## src/rtl/mem_arb_pkg.sv

```systemverilog
// Shared types and constants for the I/D cache memory arbiter.
package mem_arb_pkg;

    localparam int LINE_W = 128;

    typedef enum logic [1:0] {
        ST_IDLE    = 2'd0,
        ST_GNT_I   = 2'd1,
        ST_GNT_D   = 2'd2,
        ST_RECOVER = 2'd3
    } state_t;

    localparam logic [1:0] GNT_NONE = 2'b00;
    localparam logic [1:0] GNT_I    = 2'b01;
    localparam logic [1:0] GNT_D    = 2'b10;

endpackage

```

## src/rtl/mem_arb_timer.sv

```systemverilog
// Granted-transfer watchdog: counts granted cycles and flags the last allowed one.
// TIMEOUT = 0 disables expiry entirely.
module mem_arb_timer #(
    parameter int TIMEOUT = 255
) (
    input  logic clk,
    input  logic rst,
    input  logic clr,
    input  logic en,
    output logic expired
);

    localparam int TW = (TIMEOUT > 1) ? $clog2(TIMEOUT + 1) : 1;
    // expired fires during the TIMEOUT-th granted cycle, so the transfer is dropped at its end
    localparam logic [TW-1:0] LIMIT = TW'((TIMEOUT > 0) ? TIMEOUT - 1 : 0);

    logic [TW-1:0] count_reg;
    logic [TW-1:0] count_next;

    always_comb begin
        count_next = count_reg;
        if (clr) begin
            count_next = '0;
        end else if (en && (count_reg != '1)) begin
            count_next = count_reg + TW'(1);
        end
    end

    always_ff @(posedge clk or negedge rst) begin
        if (!rst) begin
            count_reg <= '0;
        end else begin
            count_reg <= count_next;
        end
    end

    if (TIMEOUT == 0) begin : g_no_timeout
        assign expired = 1'b0;
    end else begin : g_timeout
        assign expired = en && (count_reg == LIMIT);
    end

endmodule

```

## src/rtl/mem_arbiter.sv

```systemverilog
// Arbitrates I-cache and D-cache line requests onto one shared memory port.
// Define MEM_ARB_RR_EN for round-robin tie-breaking; default is fixed D-over-I priority.
module mem_arbiter
    import mem_arb_pkg::*;
#(
    parameter int TIMEOUT = 255,
    parameter int AW      = 32
) (
    input  logic              clk,
    input  logic              rst,
    input  logic              i_mem_r,
    input  logic [AW-1:0]     i_mem_addr,
    output logic              i_mem_ready,
    output logic [LINE_W-1:0] i_mem_data,
    input  logic              d_mem_r,
    input  logic              d_mem_w,
    input  logic [AW-1:0]     d_mem_addr,
    input  logic [LINE_W-1:0] d_mem_data_out,
    output logic              d_mem_ready,
    output logic [LINE_W-1:0] d_mem_data,
    output logic              mem_r,
    output logic              mem_w,
    output logic [AW-1:0]     mem_addr,
    output logic [LINE_W-1:0] mem_data_out,
    input  logic              mem_ready,
    input  logic [LINE_W-1:0] mem_data,
    output logic [1:0]        grant,
    output logic              arb_err
);

    state_t            state_reg, state_next;
    logic [1:0]        grant_reg, grant_next;
    logic              mem_r_reg, mem_r_next;
    logic              mem_w_reg, mem_w_next;
    logic [AW-1:0]     mem_addr_reg, mem_addr_next;
    logic [LINE_W-1:0] mem_data_reg, mem_data_next;
    logic              arb_err_reg, arb_err_next;

    logic i_req, d_req, pick_i, pick_d;
    logic timer_clr, timer_en, timer_expired;

    assign i_req = i_mem_r;
    assign d_req = d_mem_r | d_mem_w;

`ifdef MEM_ARB_RR_EN
    logic last_d_reg, last_d_next;

    // On a tie, favour whichever side did not win the previous grant
    assign pick_d = d_req && (!i_req || !last_d_reg);

    always_comb begin
        last_d_next = last_d_reg;
        if ((state_reg == ST_IDLE) && (i_req || d_req)) begin
            last_d_next = pick_d;
        end
    end

    always_ff @(posedge clk or negedge rst) begin
        if (!rst) begin
            last_d_reg <= 1'b1;
        end else begin
            last_d_reg <= last_d_next;
        end
    end
`else
    assign pick_d = d_req;
`endif

    assign pick_i = i_req && !pick_d;

    mem_arb_timer #(
        .TIMEOUT(TIMEOUT)
    ) u_timer (
        .clk    (clk),
        .rst    (rst),
        .clr    (timer_clr),
        .en     (timer_en),
        .expired(timer_expired)
    );

    always_comb begin
        state_next    = state_reg;
        grant_next    = grant_reg;
        mem_r_next    = mem_r_reg;
        mem_w_next    = mem_w_reg;
        mem_addr_next = mem_addr_reg;
        mem_data_next = mem_data_reg;
        arb_err_next  = arb_err_reg;
        timer_clr     = 1'b0;
        timer_en      = 1'b0;

        case (state_reg)
            ST_IDLE: begin
                if (pick_d) begin
                    state_next    = ST_GNT_D;
                    grant_next    = GNT_D;
                    // a simultaneous read+write is a writeback; the refill comes as its own transfer
                    mem_r_next    = d_mem_r & ~d_mem_w;
                    mem_w_next    = d_mem_w;
                    mem_addr_next = d_mem_addr;
                    mem_data_next = d_mem_data_out;
                    timer_clr     = 1'b1;
                end else if (pick_i) begin
                    state_next    = ST_GNT_I;
                    grant_next    = GNT_I;
                    mem_r_next    = 1'b1;
                    mem_w_next    = 1'b0;
                    mem_addr_next = i_mem_addr;
                    mem_data_next = '0;
                    timer_clr     = 1'b1;
                end
            end
            ST_GNT_I, ST_GNT_D: begin
                timer_en = 1'b1;
                // a completion in the final allowed cycle still counts as success
                if (mem_ready || timer_expired) begin
                    state_next = ST_RECOVER;
                    grant_next = GNT_NONE;
                    mem_r_next = 1'b0;
                    mem_w_next = 1'b0;
                    if (!mem_ready) begin
                        arb_err_next = 1'b1;
                    end
                end
            end
            ST_RECOVER: begin
                state_next = ST_IDLE;
            end
            default: begin
                state_next = ST_IDLE;
            end
        endcase
    end

    always_ff @(posedge clk or negedge rst) begin
        if (!rst) begin
            state_reg    <= ST_IDLE;
            grant_reg    <= GNT_NONE;
            mem_r_reg    <= 1'b0;
            mem_w_reg    <= 1'b0;
            mem_addr_reg <= '0;
            mem_data_reg <= '0;
            arb_err_reg  <= 1'b0;
        end else begin
            state_reg    <= state_next;
            grant_reg    <= grant_next;
            mem_r_reg    <= mem_r_next;
            mem_w_reg    <= mem_w_next;
            mem_addr_reg <= mem_addr_next;
            mem_data_reg <= mem_data_next;
            arb_err_reg  <= arb_err_next;
        end
    end

    assign grant        = grant_reg;
    assign mem_r        = mem_r_reg;
    assign mem_w        = mem_w_reg;
    assign mem_addr     = mem_addr_reg;
    assign mem_data_out = mem_data_reg;
    assign arb_err      = arb_err_reg;

    assign i_mem_ready  = mem_ready && (state_reg == ST_GNT_I);
    assign d_mem_ready  = mem_ready && (state_reg == ST_GNT_D);
    assign i_mem_data   = mem_data;
    assign d_mem_data   = mem_data;

endmodule

```

## config.mk

```make
export PLATFORM = sky130hd
export DESIGN_NAME = mem_arbiter
export DESIGN_NICKNAME = d
export VERILOG_FILES = /design/src/rtl/mem_arb_pkg.sv /design/src/rtl/mem_arb_timer.sv /design/src/rtl/mem_arbiter.sv
export SDC_FILE = /design/constraint.sdc
export NUM_CORES = 1
export LEC_CHECK = 0
export BUFFER_PORTS_ARGS = -buffer_cell sky130_fd_sc_hd__buf_4
export CORE_AREA = 2 2 287 289
export CTS_CLUSTER_DIAMETER = 30
export DETAILED_ROUTE_END_ITERATION = 8
export DIE_AREA = 0 0 289 291
export GPL_ROUTABILITY_DRIVEN = 0
export SKIP_CTS_REPAIR_TIMING = 1
export SYNTH_ARGS = -nofsm -noshare
export SYNTH_HDL_FRONTEND = slang
export SYNTH_SLANG_ARGS = --single-unit
```

## constraint.sdc

```tcl
create_clock -name clk -period 4.1 [get_ports clk]
set_input_delay 0.205 -clock clk [delete_from_list [all_inputs] [get_ports clk]]
set_output_delay 0.205 -clock clk [all_outputs]
set_load 0.005 [all_outputs]
```

Word-level counts from Yosys, hierarchy flattened
Cells that the tools add are included.
{ "op_classes": {"n_mux": 23, "reduce_logical": 16, "add_sub_neg": 1, "bitwise": 4, "n_eq_ne": 7} }
{ "op_table": {"columns": ["operator", "n"], "rows": [
  ["128-bit two-way mux", 2],
  ["32-bit two-way mux", 2],
  ["8-bit two-way mux", 2],
  ["1-bit two-way mux", 9],
  ["8-bit by 1-bit adder with 8-bit output, second input constant", 1],
  ["8-bit == test, second input constant", 1],
  ["2-bit two-way mux", 4],
  ["8-bit != test, second input constant", 1],
  ["2-bit case mux with 3 select lines", 1],
  ["3-bit AND reduction", 2],
  ["2-bit nonzero test", 3],
  ["1-bit logical AND", 5],
  ["2-bit == test, second input constant", 2],
  ["1-bit case mux with 2 select lines", 2],
  ["2-bit case mux with 2 select lines", 1],
  ["2-bit AND reduction", 2],
  ["3-bit != test, second input constant", 1],
  ["2-bit by 1-bit == test with 1-bit output, second input constant", 1],
  ["2-bit zero test", 1],
  ["2-bit != test, second input constant", 1],
  ["1-bit NOT", 2],
  ["2-bit OR reduction", 1],
  ["1-bit AND", 1],
  ["1-bit zero test", 1],
  ["2 further kinds", 2]
]} }
{ "totals": {"register_bits": 175, "word_cells": 59, "output_inout_bits": 423} }

Depth between registers and ports, before layout
{ "logic_depth": {"depth_word": 7, "ltp_mapped": 7, "ltp_nobuf": 6} }

Modules after synthesis
Synthesis repeated with hierarchy kept, for this count alone.
{ "unflattened": {"cells_unflattened": 772, "hier_area_um2": 8902.3} }
{ "modules_own_cells": {"columns": ["module", "seq_area_each_um2", "area_per_inst_um2", "cells_each", "instances"], "rows": [
  ["mem_arbiter", 4179.0, 8401.8, 721, 1],
  ["mem_arb_timer", 200.2, 500.5, 51, 1]
]} }

Least setup slack after synthesis
OpenSTA, ideal clock, no wires.
{ "synth_timing": {"path_kind": "register -> register", "from": "register state_reg[0]", "to": "register u_timer.count_reg[3]", "slack_ns": 2.358, "setup_time_ns": 0.066, "required_ns": 4.034, "arrival_time_ns": 1.676, "path_stages_with_launch": 8, "path_cell_list": "dfrtp_1 -> inv_1 -> ha_1 -> inv_1 -> a41o_1 -> buf_6 -> or4_1 -> nand2_1"} }
{ "synth_between": {"elab_chain_cells": 5} }
{ "synth_rtl": {"columns": ["item", "line_no", "text"], "rows": [
  ["start: declaration", "mem_arbiter.sv:31", "state_t state_reg, state_next;"],
  ["start signal: assignment", "mem_arbiter.sv:145", "state_reg <= state_next;"],
  ["2-bit by 1-bit == test with 1-bit output or 2-bit == test (tied branches)", "mem_arbiter.sv:92", "case (state_reg)"],
  ["2-bit OR reduction", "mem_arbiter.sv:92", null],
  ["1-bit two-way mux", "mem_arbiter.sv:92", null],
  ["1-bit logical AND", "mem_arb_timer.sv:24", "end else if (en && (count_reg != '1)) begin"],
  ["2-bit nonzero test (no line)", null, null],
  ["end signal: assignment", "mem_arb_timer.sv:33", "count_reg <= count_next;"],
  ["end: declaration", "mem_arb_timer.sv:17", "logic [TW-1:0] count_reg;"]
]} }
Several ways; a longest one is shown, not always the timed one.
A chain may end at the register's enable or synchronous reset.

Worst setup path after layout
{ "layout_timing": {"from": "register state_reg[0]", "to": "register mem_data_reg[28] (netlist: mem_data_out[28])"} }
{ "layout_between": {"elab_chain_cells": 2} }
{ "layout_rtl": {"columns": ["item", "line_no", "text"], "rows": [
  ["2-bit zero test", "mem_arbiter.sv:92", null],
  ["2-bit AND reduction (no line)", null, null],
  ["end signal: assignment", "mem_arbiter.sv:150", "mem_data_reg <= mem_data_next;"],
  ["end: declaration", "mem_arbiter.sv:36", "logic [LINE_W-1:0] mem_data_reg, mem_data_next;"]
]} }
Every way passes these cells.

==> impl_results.md <==
* Launch point of the worst path: state_reg[0]
* Initial Util at 0.1071
* Crit-path max FO at between 50 and 60
* Post-layout util at 0.1573
* Chip height at between 200 and 300 um
* Grt met2 use at 0.1106
* Maximum VDD drop at 0.3905 mV
* Static Leakage at 5.817 nW
* Routed length per instance at 15.92 um
* Clk slew on worst S/H paths at 0.08 ns
* Power Density at 629.3 nW/um^2
* Mapped Nets at 1,100
* Top post-synthesis cells by area: dfrtp_1, buf_4, a22o_1
* Setup violators final at 0
* Syn Inst Count at around 770
* Largest register FFs at 128
* Pin count of the biggest net entering global routing at 120
* Critical path required time at 4.51 ns
* Ratio of cells with drive above 1 in the final layout at 0.4089
* First-pass GRT wire length at 43,060 um
* Synth top cells by count: buf_4, dfrtp_1, a22o_1
* I/O pins at about 750
* Mean Syn Cell Area at ~11 um^2
* Met3 usage at 0.05415
* Relative slew slack at 0.4911
* Vias in the first global route at about 6,000
* Worst hold-check path type: in2reg
* Max Slew Vio Count at 0
* Max cap viols at 0
* Die X at 289 um
* Worst-Skew Late Latency at around 0.48 ns
* Ys async rst share at 1.000
* Area Overhead vs Synth at 46.90%
* Min Clock Period, post-route at roughly 2.2 ns
* Grt total ovfl at 0
* Netlist cell types at 37
* Fmax at 0.4494 GHz
* Synth warn at 0
* I/O Buffers at 364
* Worst reg-to-reg setup slack at 1.87 ns
* Final period utilization at 0.5427
* RSZ-0062 raised after global routing: no
* Core ar. at 81,190 um^2
* Mapped cell area at ~8700 um^2
* Crit path capture: mem_data_out[28]
* Total CTS buffers at 17
* Overall Power at 8.038 mW
* Residual DRC count at 0
* Flops & latches, synth at 175
* Placed Area at 10,830 um^2
* Routed vias at 6,470
* Final hold slack at a little under 0.01 ns
* Top Usage Layer GRT: met2
* Initial antenna violation count at 15
* Setup_tns at 0 ns
* Count leader, synth: buf_4
* First drt pass iteration count at 4
* Reg2reg start: state_reg[0]
* Fin nets at 1,334
* Number of synthesized flops with an enable pin at 0
* Final Hold Fails at 0
* Die ar. at roughly 84,000 um^2
* Clk sink count at 175
* Fill count at 9,032
* TritonCTS clock tree: done
* CTS max path bufs at 2
* Yosys top cell area share at 0.5037
* GRT Total Usage at 0.07417
* Synth Flop Type: dfrtp_1
* Kind of end point of the critical path: flip-flop
* Worst Tran Pin Value at ~0.76 ns
* Crit path kind: reg2reg
* Vias/cell at just over 3
* Htree depth at 4
* Worst R2R Path Depth at 6
* Status: finished clean
* Routed WL at 33,290 um
* # rows at 105
* Seq/Total Area, Yosys at 0.5037
* ANT nets after route at 0
* DP Wirelength at 25,080 um
* Worst endpoint data arrival time at 2.63 ns
* Worst Skew at 0.01757 ns
* Final Instance Area at 12,770 um^2
* Root buf cell: clkbuf_16
* Yosys top cell by area: dfrtp_1
* Initial DRC count at 275
* Worst R2R End: mem_data_out[28]
* Met1 GRT Util at 0.07139
* CP startpoint kind: flip-flop
## layout by cell type (no fill, tap or decap), types with 5 or more instances in the layout
| cell | n |
|---|---|
| buf_4 | 373 |
| dfrtp_1 | 175 |
| dlygate4sd3_1 | 134 |
| a22o_1 | 130 |
| o21ai_0 | 41 |
| nand2_1 | 37 |
| mux2i_1 | 36 |
| clkbuf_16 | 17 |
| diode_2 | 6 |
| inv_1 | 6 |
| ha_1 | 6 |
| nand3_1 | 5 |
| inv_8 | 5 |
## area by class of cell
cell class	instances	area [um^2]	area share
Tap cell	1070	1339	0.1048
Clock inverter	15	162.7	0.01274
Sequential cell	175	4379	0.3429
Multi-Input combinational cell	291	2213	0.1733
Timing Repair Buffer	511	4215	0.3300
Clock buffer	17	425.4	0.03331
Antenna cell	6	15.01	0.001176
Inverter	6	22.52	0.001763
## metal layers
metal	vias up	part of all wire
met5	-	0.0012
met4	6	0.053
met3	119	0.12
met2	435	0.45
met1	3011	0.37
li1	2899	-
## logic make-up (layout without fill, tap and decap cells)
logic type,Yosys count,count (layout),share of synthesized area
adders and majority gates,6,6,0.008634
DFF,175,175,0.5037
muxes,36,36,0.04145
and+or+nand+nor,62,62,0.03295
buffers and inverters,302,549,0.2445
AOI/OAI and AO/OA,186,186,0.1678
xor gates and xnor gates,1,1,0.001008
other,0,6,0
## worst min-delay path by stage
stage,from,end,cells after the start
6_report,i_mem_addr[8],mem_addr[8],3
3_3_place_gp,rst,mem_data_out[104],1
3_5_place_dp,rst,mem_data_out[108],1
2_1_floorplan,rst,arb_err,0
5_1_grt,i_mem_addr[8],mem_addr[8],3
4_1_cts,rst,mem_data_out[100],1
## where the power goes
group          leakage [nW]  switching (mW)  internal [mW]  total (mW)
registers              2.20           0.482           2.52        3.00
logic                  3.33            1.45           1.89        3.33
clock network         0.291           0.882          0.821        1.70
## critical path, cell delays in order (launching register included)
cell     delay (ns)
dfrtp_1        0.39
inv_1          0.12
ha_1           0.33
inv_1          0.15
nor2_4         0.53
buf_12         0.32
a22o_1         0.20
## metrics by stage
| step | worst slack (ns) | std cells |
|---|---|---|
| 5_1_grt | 1.729 | 2090 |
| 3_3_place_gp | 1.887 | 1919 |
| 6_report | 1.875 | 2091 |
| 2_1_floorplan | 2.358 | 768 |
| 4_1_cts | 1.827 | 1951 |
| 3_5_place_dp | 1.848 | 1919 |
No activity file was read; power rests on OpenSTA's default activity.
